## src/rtl/seconds_timer.sv

```systemverilog
// seconds_timer: seconds stage of the stopwatch/countdown timer; sets a 0..MAX_SEC preset, counts it down, borrows from minutes
module seconds_timer #(
    parameter int MAX_SEC = 59,
    parameter int W = 6
) (
    input  logic         clk_1Hz,
    input  logic         reset,
    input  logic         enable,
    input  logic         forward,
    input  logic         increment,
    input  logic         minutes_zero,
    output logic [W-1:0] seconds,
    output logic         minute_borrow,
    output logic         finish
);
    localparam logic [1:0] SET  = 2'd0;
    localparam logic [1:0] RUN  = 2'd1;
    localparam logic [1:0] DONE = 2'd2;
    logic [1:0]   state;
    logic [W-1:0] set_val, cnt, set_nxt;
    always_comb begin
        set_nxt = increment ? ((set_val == W'(MAX_SEC)) ? '0 : set_val + W'(1)) : set_val;
        seconds = (state == SET) ? set_val : cnt;
    end
    always_ff @(posedge clk_1Hz) begin
        if (reset) begin
            set_val       <= '0;
            cnt           <= '0;
            state         <= SET;
            finish        <= 1'b0;
            minute_borrow <= 1'b0;
        end else if (!enable) begin
            minute_borrow <= 1'b0;
        end else begin
            minute_borrow <= 1'b0;
            case (state)
                SET: begin
                    set_val <= set_nxt;
                    cnt     <= set_nxt;
                    if (!forward) state <= RUN;
                end
                RUN: begin
                    if (forward) begin
                        state <= SET;
                    end else if (cnt != '0) begin
                        cnt <= cnt - W'(1);
                    end else if (!minutes_zero) begin
                        cnt           <= W'(MAX_SEC);
                        minute_borrow <= 1'b1;
                    end else begin
                        state  <= DONE;
                        finish <= 1'b1;
                    end
                end
                DONE: begin
                    cnt <= '0;
                    if (forward) begin
                        state  <= SET;
                        finish <= 1'b0;
                    end
                end
                default: state <= SET;
            endcase
        end
    end
endmodule

```

## config.mk

```make
export PLATFORM = sky130hd
export DESIGN_NAME = seconds_timer
export DESIGN_NICKNAME = d
export VERILOG_FILES = /design/src/rtl/seconds_timer.sv
export SDC_FILE = /design/constraint.sdc
export NUM_CORES = 1
export LEC_CHECK = 0
export ABC_AREA = 1
export ABC_CLOCK_PERIOD_IN_PS = 2900
export BUFFER_PORTS_ARGS = -buffer_cell sky130_fd_sc_hd__buf_2
export CORE_MARGIN = 8
export CORE_UTILIZATION = 38
export CTS_CLUSTER_SIZE = 12
export DETAILED_ROUTE_END_ITERATION = 10
export GPL_TIMING_DRIVEN = 0
export PLACE_DENSITY = 0.66
export RECOVER_POWER = 25
export SYNTH_ARGS = -nofsm -noshare
export SYNTH_HDL_FRONTEND = slang
export SYNTH_SLANG_ARGS = --single-unit
```

## constraint.sdc

```tcl
create_clock -name clk_1Hz -period 2.9 [get_ports clk_1Hz]
set_clock_uncertainty 0.2 [all_clocks]
set_input_delay 0.58 -clock clk_1Hz [delete_from_list [all_inputs] [get_ports clk_1Hz]]
set_output_delay 0.58 -clock clk_1Hz [all_outputs]
set_load 0.01 [all_outputs]
```

==> results.md <==
* Layout cells sized above 1 at 13.5%
* Worst flop-to-flop path endpoint: cnt[5]
* Worst-path clk slew at 0.10 ns
* Postcts setup bufs at 0
* H-tree levels at 1
* Slew @ Worst Pin at 0.318 ns
* First-pass GRT wire length at 4710 µm
* Initial antenna violation count at 0
* Post-Syn Nets at 201
* Power per cell area at 581 nW/µm²
* Nets at 219
* Number of enable flip-flop cells after synthesis at 0
* Sw frac at 41.7%
* CTS tree: yes
* Hold-fix buffers at CTS at 0
* Vias at 1190
* Setup ws final at 0.416 ns
* Core Region at 2980 µm²
* DRC Markers at 0
* FF/Latch Area at 320 µm²
* Setup Crit Path Kind: flop to output port
* Reg2Reg Depth at 7
* Ys async rst share at 0%
* Via-per-instance ratio at 4.96
* ANT nets after route at 0
* Die area at 5090 µm²
* Worst hold stages at 2
* Vias in the first global route at 1099
* Drt initial violations at 68
* Crit start category: flop
* Die X-Extent at 71.4 µm
* Largest area contributor in the netlist: dfxtp_1
* Fillers at 313
* Status: finished, final reports clean
* Routed wire length at 2720 µm
* Worst Path Required at 2.12 ns
* Area growth from synthesis to layout at 11.0%
* Top-count cell post-synth: nand2_1
* Max VDD drop at 0.000355 V
* Reg power frac at 37.7%
* Minimum clock period at 2.48 ns
* Sequential fraction of the synthesis area at 27.5%
* Hold Crit Class: flop to flop
* Final HPWL DP at 2170 µm
* Worst-path maximum fanout at 10
* Worst setup path startpoint: state[0]
* Largest cells by area after synthesis: dfxtp_1 (27%), nand2_1 (18%), nor2_1 (8.4%), inv_1 (6.8%), o21ai_0 (6.4%)
* Gr usage total at 11.3%
* Top_reg_cell synth: dfxtp_1
* Net Switching at 313 µW
* CTS root buffer: clkbuf_4
* Internal power at 438 µW
* Period Utilization, post-route at 85.7%
* Multi-input gate area at 724 µm²
* Max-Cap Viols at 0
* Slew headroom at 78.8%
* Ys Warns at 0
* PostCTS Resize Cnt at 0
* Clk sinks at 16
* HP Start: finish
* CTS max path bufs at 2
* Setup crit end kind: output port
* Mapped Cells at 190
* Port Buffers at 13
* Hold Path End: finish
* Synthesized area at 1160 µm²
* DRT Pass-1 Iters at 4
* Num rows at 20
* Reg-to-reg slack, setup at 1.08 ns
* Critical R2R Launch: cnt[0]
* Initial core utilization at 39.1%
* Setup tns final at 0 ns
* Lkg Pwr at 0.000621 µW
* RSZ-0062 raised after global routing: false
* #FFs+latches synth at 16
* Combinational Power Share at 41.3%
* Tot Pwr at 751 µW
* Worst slack at placement at 0.750 ns
* Crit path DAT at 1.70 ns
* Fin. Hold Viols at 0
* Final setup viols at 0
* Clock share of power at 21.0%
* Commonest cells post-synth: nand2_1 (55), nor2_1 (26), inv_1 (21)
* Antenna diode count at 0
* Max Slew Vio Count at 0
* Aggregate global routing overflow at 0
* Largest net degree at the start of global routing at 11
* Synth unique cells at 25
* Top-area cell type share of the netlist area at 27.5%
* I/O pin count at 14
* Fmax at 0.403 GHz
* Clk_lat worst skew at 0.29 ns
* Gp weighted congestion at 0.851
* Final core utilization at 43.4%
* CTS Buf Count at 3
* Syn_area_per_cell at 6.13 µm²
* WL/cell at 11.3 µm
* Die Height at 71.4 µm
==> cell families after synthesis <==
| group | share of synthesized area, % |
|---|---|
| AND/OR/NAND/NOR | 41.9 |
| AO/OA/AOI/OAI | 15.3 |
| XOR/XNOR | 0.752 |
| buffers and inverters | 9.24 |
| flip-flops | 27.5 |
| adder cells (fa/ha/maj) | 5.37 |
==> critical path, stage by stage, from the launching register on <==
cell and delay, ns:
dfxtp_1 0.33, inv_1 0.09, ha_1 0.33, clkbuf_1 0.32, nand2_1 0.08, o21ai_0 0.10
buf_2 0.17
==> power groups by stage <==
stage               logic, µW  clock network (µW)  registers [µW]
finish                    311                 158             283
global route              356                 171             288
global placement          315                   0             288
CTS                       318                 161             283
detailed placement        316                   0             288
floorplan                 244                   0             281
==> state kept, by name, indices dropped and copies added, names as in the netlist <==
name and flops:
minute_borrow 1, state 2, finish 1, cnt 6, set_val 6
==> worst max-delay path by stage <==
stage and end:
2_1_floorplan seconds[1], 3_3_place_gp seconds[1], 3_5_place_dp seconds[1], 4_1_cts seconds[5]
5_1_grt seconds[0], 6_report seconds[1]
==> layer usage <==
metal  routed length (µm)  up-vias  GRT usage, %
met1                 1390      524          14.0
met2                 1200       13          18.4
met5                    0        -             0
li1                     -      649             -
met3                   85        4          2.23
met4                   35        0          5.31
==> cell usage in the layout (no fill, tap or decap) <==
master / instances
o21bai_1: 2
xor2_1: 1
o21ai_1: 3
nor2_4: 1
a31oi_1: 2
inv_1: 22
clkbuf_1: 3
ha_1: 5
nor2_1: 26
nor4_1: 1
and2_1: 1
nand4_1: 6
nand2_1: 55
a21oi_2: 1
nor2_2: 4
inv_2: 2
nand3_2: 2
o21ai_0: 15
clkbuf_4: 3
buf_2: 13
o21ai_4: 1
a21oi_1: 7
dfxtp_1: 16
nand3_1: 13
clkinv_1: 1
clkbuf_8: 1
==> cell type report <==
class,instances,area share [%]
Multi-Input combinational cell,146,56.1
Sequential cell,16,24.8
Inverter,25,7.26
Timing Repair Buffer,13,4.84
Tap cell,33,3.19
Clock buffer,4,2.81
Buffer,3,1.06
==> stage by stage <==
stage	hold WS, ns	area, µm²	cells
6_report	0.275	1290	240
5_1_grt	0.303	1290	240
4_1_cts	0.279	1310	240
3_5_place_dp	0.253	1270	236
3_3_place_gp	0.252	1270	236
2_1_floorplan	0.277	1160	190
(Power assumes the default switching activity.)
